**config.mk**
```make
export PLATFORM = sky130hd
export DESIGN_NAME = rob_alloc_ctrl
export DESIGN_NICKNAME = d
export VERILOG_FILES = /design/src/rtl/rob_alloc_ctrl.sv
export SDC_FILE = /design/constraint.sdc
export NUM_CORES = 1
export LEC_CHECK = 0
export ABC_AREA = 1
export ABC_CLOCK_PERIOD_IN_PS = 3300
export CORE_MARGIN = 2
export CORE_UTILIZATION = 47
export DETAILED_ROUTE_END_ITERATION = 10
export GPL_ROUTABILITY_DRIVEN = 0
export GPL_TIMING_DRIVEN = 0
export PLACE_DENSITY = 0.79
export SLEW_MARGIN = 20
export SYNTH_ARGS = -nofsm -noshare
export SYNTH_HDL_FRONTEND = slang
export SYNTH_SLANG_ARGS = --single-unit
```
**constraint.sdc**
```tcl
create_clock -name clk -period 3.3 [get_ports clk]
set_input_delay 0.495 -clock clk [delete_from_list [all_inputs] [get_ports clk]]
set_output_delay 0.495 -clock clk [all_outputs]
set_load 0.02 [all_outputs]
```
**src/rtl/rob_alloc_ctrl.sv**
```systemverilog
// ROB allocation controller: hands out ROB entry IDs at dispatch, retires them at commit,
// and stalls ID while the ROB is full or recovering from a flush.
//
// state      | meaning
// -----------+--------------------------------------------------------------
// ST_NORMAL  | allocation allowed whenever ROB has room and downstream is free
// ST_RECOVER | post-flush hold; allocation blocked, ID stalled
module rob_alloc_ctrl #(
    parameter int ROB_ADDR_WIDTH = 4,
    parameter int FLUSH_HOLD     = 2
) (
    input  logic                      clk,
    input  logic                      rst,
    input  logic                      flush,
    input  logic                      dispatch_req,
    input  logic                      stall_next_stage,
    input  logic                      commit_en,
    output logic                      alloc_en,
    output logic [ROB_ADDR_WIDTH-1:0] alloc_id,
    output logic [ROB_ADDR_WIDTH-1:0] head_id,
    output logic                      stall_current_stage,
    output logic                      rob_full,
    output logic                      rob_empty,
    output logic [ROB_ADDR_WIDTH:0]   free_count
);

    localparam int AW     = ROB_ADDR_WIDTH;
    localparam int DEPTH  = 1 << AW;
    localparam int HOLD_W = (FLUSH_HOLD > 1) ? $clog2(FLUSH_HOLD) : 1;

    localparam logic [AW:0]       DEPTH_V   = (AW+1)'(DEPTH);
    localparam logic [HOLD_W-1:0] HOLD_INIT = HOLD_W'((FLUSH_HOLD > 0) ? FLUSH_HOLD - 1 : 0);

    localparam logic ST_NORMAL  = 1'b0;
    localparam logic ST_RECOVER = 1'b1;

    logic [AW-1:0]     tail_q, tail_d;
    logic [AW-1:0]     head_q, head_d;
    logic [AW:0]       count_q, count_d;
    logic              state_q, state_d;
    logic [HOLD_W-1:0] hold_q, hold_d;
    logic              commit_ok;

    assign rob_full   = (count_q == DEPTH_V);
    assign rob_empty  = (count_q == '0);
    assign free_count = DEPTH_V - count_q;
    assign alloc_id   = tail_q;
    assign head_id    = head_q;

    // A commit on a full ROB frees the slot only at the edge, so no same-cycle bypass.
    assign alloc_en = dispatch_req & ~rob_full & ~stall_next_stage & ~flush
                      & (state_q == ST_NORMAL);
    assign commit_ok = commit_en & ~rob_empty & ~flush;

    assign stall_current_stage = (state_q == ST_RECOVER) | (dispatch_req & rob_full);

    always_comb begin
        tail_d  = tail_q;
        head_d  = head_q;
        count_d = count_q;
        state_d = state_q;
        hold_d  = hold_q;

        if (flush) begin
            tail_d  = '0;
            head_d  = '0;
            count_d = '0;
            if (FLUSH_HOLD > 0) begin
                state_d = ST_RECOVER;
                hold_d  = HOLD_INIT;
            end else begin
                state_d = ST_NORMAL;
                hold_d  = '0;
            end
        end else begin
            tail_d = tail_q + AW'(alloc_en);
            head_d = head_q + AW'(commit_ok);
            case ({alloc_en, commit_ok})
                2'b10:   count_d = count_q + 1'b1;
                2'b01:   count_d = count_q - 1'b1;
                default: count_d = count_q;
            endcase
            if (state_q == ST_RECOVER) begin
                if (hold_q == '0) begin
                    state_d = ST_NORMAL;
                end else begin
                    hold_d = hold_q - 1'b1;
                end
            end
        end
    end

    always_ff @(posedge clk) begin
        if (!rst) begin
            tail_q  <= '0;
            head_q  <= '0;
            count_q <= '0;
            state_q <= ST_NORMAL;
            hold_q  <= '0;
        end else begin
            tail_q  <= tail_d;
            head_q  <= head_d;
            count_q <= count_d;
            state_q <= state_d;
            hold_q  <= hold_d;
        end
    end

endmodule

```
==> summary.txt <==
Clocking
  • CTS max path bufs: 2
  • TritonCTS clock tree: yes
  • Post-CTS Resized: 0
  • Clock-pin slew on the worst setup and hold paths: 90 ps
  • Root Buffer: clkbuf_4
  • Sink Count: 15
  • Clk_lat worst skew: 280 ps
  • Hold buffers post-CTS: 0
  • Cts bufs inserted: 3
  • H-Tree Depth: 1
  • Setup bufs post-CTS: 0

Worst setup path
  • WS Path Type: reg -> reg
  • CP delay by family, top: adder cells
  • Crit path cell chain: inv_1 > ha_1 > nand2_1 > nor2_1 > ha_1 > nor3b_1 > ha_1 > buf_6 > nand2_1 > inv_1 > nor2_1 > ha_1 > inv_1 > nand2_1 > xor2_1 > o21ai_1 > inv_1
  • Worst setup SP type: register
  • Crit path required time: 3480 ps
  • Data arrival, critical path: 2990 ps
  • Critical path's slowest cell: dfxtp_1
  • WP buf/inv: 5
  • Worst path max stage delay: 410 ps
  • Crit-path max FO: 7
  • Crit. End Element: register

Drt
  • Post-route DRC: 0
  • Final ANT Viol Nets: 0
  • Vias/cell: between 4 and 5
  • Initial DRC count: 9
  • Total Wirelength: 1690 µm
  • Via count: approximately 810
  • Routed len/inst: about 10 µm
  • First drt pass iteration count: 4

Synth
  • Syn Inst Count: 118
  • Dominant cells by area after synthesis: dfxtp_1 (34%), ha_1 (14%), inv_1 (9.7%)
  • Mapped Nets: 134
  • Synth warn: 0
  • Yosys top cell area share: 0.338
  • Sequential fraction of the synthesis area: 0.338
  • Area of the mapped netlist: 890 µm²
  • Cell taking the most area after synthesis: dfxtp_1
  • Synthesized area per cell: roughly 7.5 µm²
  • #FFs+latches synth: 15
  • Synth cell types: 24

Placement
  • Pre-CTS setup slack: between 500 and 600 ps
  • Port bufs: 22
  • Placed cells: 165
  • Dpl hpwl: 1400 µm
  • Post-DP Area: approximately 1100 µm²

Finish
  • Diode count: 0
  • Synth-to-layout area growth: 31.2%
  • Final net count: roughly 160
  • FF/Latch Area: 300 µm²
  • Layout Cells excl Fill: 169
  • Area of the multi-input gates: 477 µm²
  • Final core utilization: 0.669
  • Finished layout cell area: 1170 µm²
  • Fillers: around 160
  • Share of post-route cells with drive strength above 1: 0.0833

GRT
  • Number of global-route vias before repair: just under 800
  • Antenna violations before repair: 0
  • Global route overflow: 0
  • Largest net degree at the start of global routing: 11
  • Total track usage: 0.191
  • First-pass GRT wire length: 3060 µm

Timing
  • Tcrit/Tclk final: 0.850
  • Hold WS: 477 ps
  • Fin crit period: 2800 ps
  • Slew HR: 0.684
  • PnR worst setup slack: 495 ps
  • Final slew viol count: 0
  • Setup TNS Final: 0 ps
  • Hold Vio Cnt, Final: 0
  • Worst-Margin Slew: between 400 and 500 ps
  • Unrepaired setup endpoints after global routing: false
  • Maximum operating frequency: 357 MHz
  • Final Setup Violations: 0
  • Clock skew: around 2.8 ps

Floorplanning
  • IO Pins: 23
  • Die outline width: between 40 and 50 µm
  • Initial Utilization: 0.510
  • Die H: around 48 µm
  • Die area: 2260 µm²
  • Row Count: 15
  • Core ar.: 1750 µm²

Power and ir drop
  • Design Power: 0.390 mW
  • Leak pwr: between 0.5 and 0.6 nW
  • Maximum VDD drop: 0.240 mV
  • Pwr Density: 334 nW/µm²

Job
  • Max-cap violations: 0

Worst hold path
  • Class of the worst hold path: reg -> reg

Run status
  • Outcome: finished clean
area by class of cell:
| cell class | instances | area share |
|---|---|---|
| Multi-Input combinational cell | 76 | 0.408 |
| Clock buffer | 4 | 0.0225 |
| Tap cell | 25 | 0.0268 |
| Inverter | 24 | 0.0772 |
| Timing Repair Buffer | 22 | 0.189 |
| Buffer | 3 | 0.0193 |
| Sequential cell | 15 | 0.257 |
cell families (layout without fill, tap and decap cells):
| kind of cell | count (synthesis) | count (layout) | synth area share |
|---|---|---|---|
| simple gates | 43 | 43 | 0.221 |
| buf+inv | 27 | 53 | 0.127 |
| compound gates | 15 | 15 | 0.0956 |
| flops | 15 | 15 | 0.338 |
| fa+ha+maj | 10 | 10 | 0.141 |
| xor+xnor | 8 | 8 | 0.0788 |
placed cells by master (no fill, tap or decap):
| master | n |
|---|---|
| a21oi_1 | 5 |
| a21oi_2 | 1 |
| and3_1 | 1 |
| buf_4 | 1 |
| buf_6 | 1 |
| clkbuf_1 | 2 |
| clkbuf_4 | 3 |
| clkdlybuf4s50_1 | 22 |
| dfxtp_1 | 15 |
| ha_1 | 10 |
| inv_1 | 23 |
| inv_2 | 1 |
| nand2_1 | 13 |
| nand2_2 | 1 |
| nand3_1 | 8 |
| nand3_2 | 1 |
| nor2_1 | 16 |
| nor2_2 | 1 |
| nor2_4 | 1 |
| nor3b_1 | 1 |
| o21ai_0 | 4 |
| o21ai_1 | 3 |
| o21ai_2 | 1 |
| o21bai_1 | 1 |
| xnor2_1 | 3 |
| xor2_1 | 5 |
routing by layer:
metal  vias to the layer above  share of wire  GRT usage
li1                        415              -          -
met1                       364           0.47      0.233
met2                        23           0.47      0.324
met3                         4          0.047     0.0340
met4                         0          0.014     0.0889
met5                         -              0          0
path summary, 6_finish.rpt:
kind                    from    endpoint  slack [ps]  cells after the start
hold / removal       state_q      hold_q         480                      1
hold reg to reg      state_q      hold_q         480                      1
setup / recovery  count_q[0]  count_q[2]         500                     17
setup reg to reg  count_q[0]  count_q[2]         500                     17
state kept, by name, indices dropped and copies added, names as in the netlist:
register,count
hold_q,1
head_id,4
alloc_id,4
count_q,5
state_q,1
synth_stat cells, drive strengths merged:
cell type,count
a21oi,6
o21ai,8
ha,10
inv,24
nand2,14
xor2,5
nand3,9
clkbuf,1
nor3b,1
buf,2
and3,1
dfxtp,15
nor2,18
xnor2,3
o21bai,1
where the power goes:
part	switching, mW	total [mW]	internal (mW)
combinational	0.0511	0.0954	0.0443
sequential	0.00448	0.190	0.186
clock	0.0577	0.104	0.0468
total	0.113	0.390	0.277
Power figures use the tool's default switching activity.
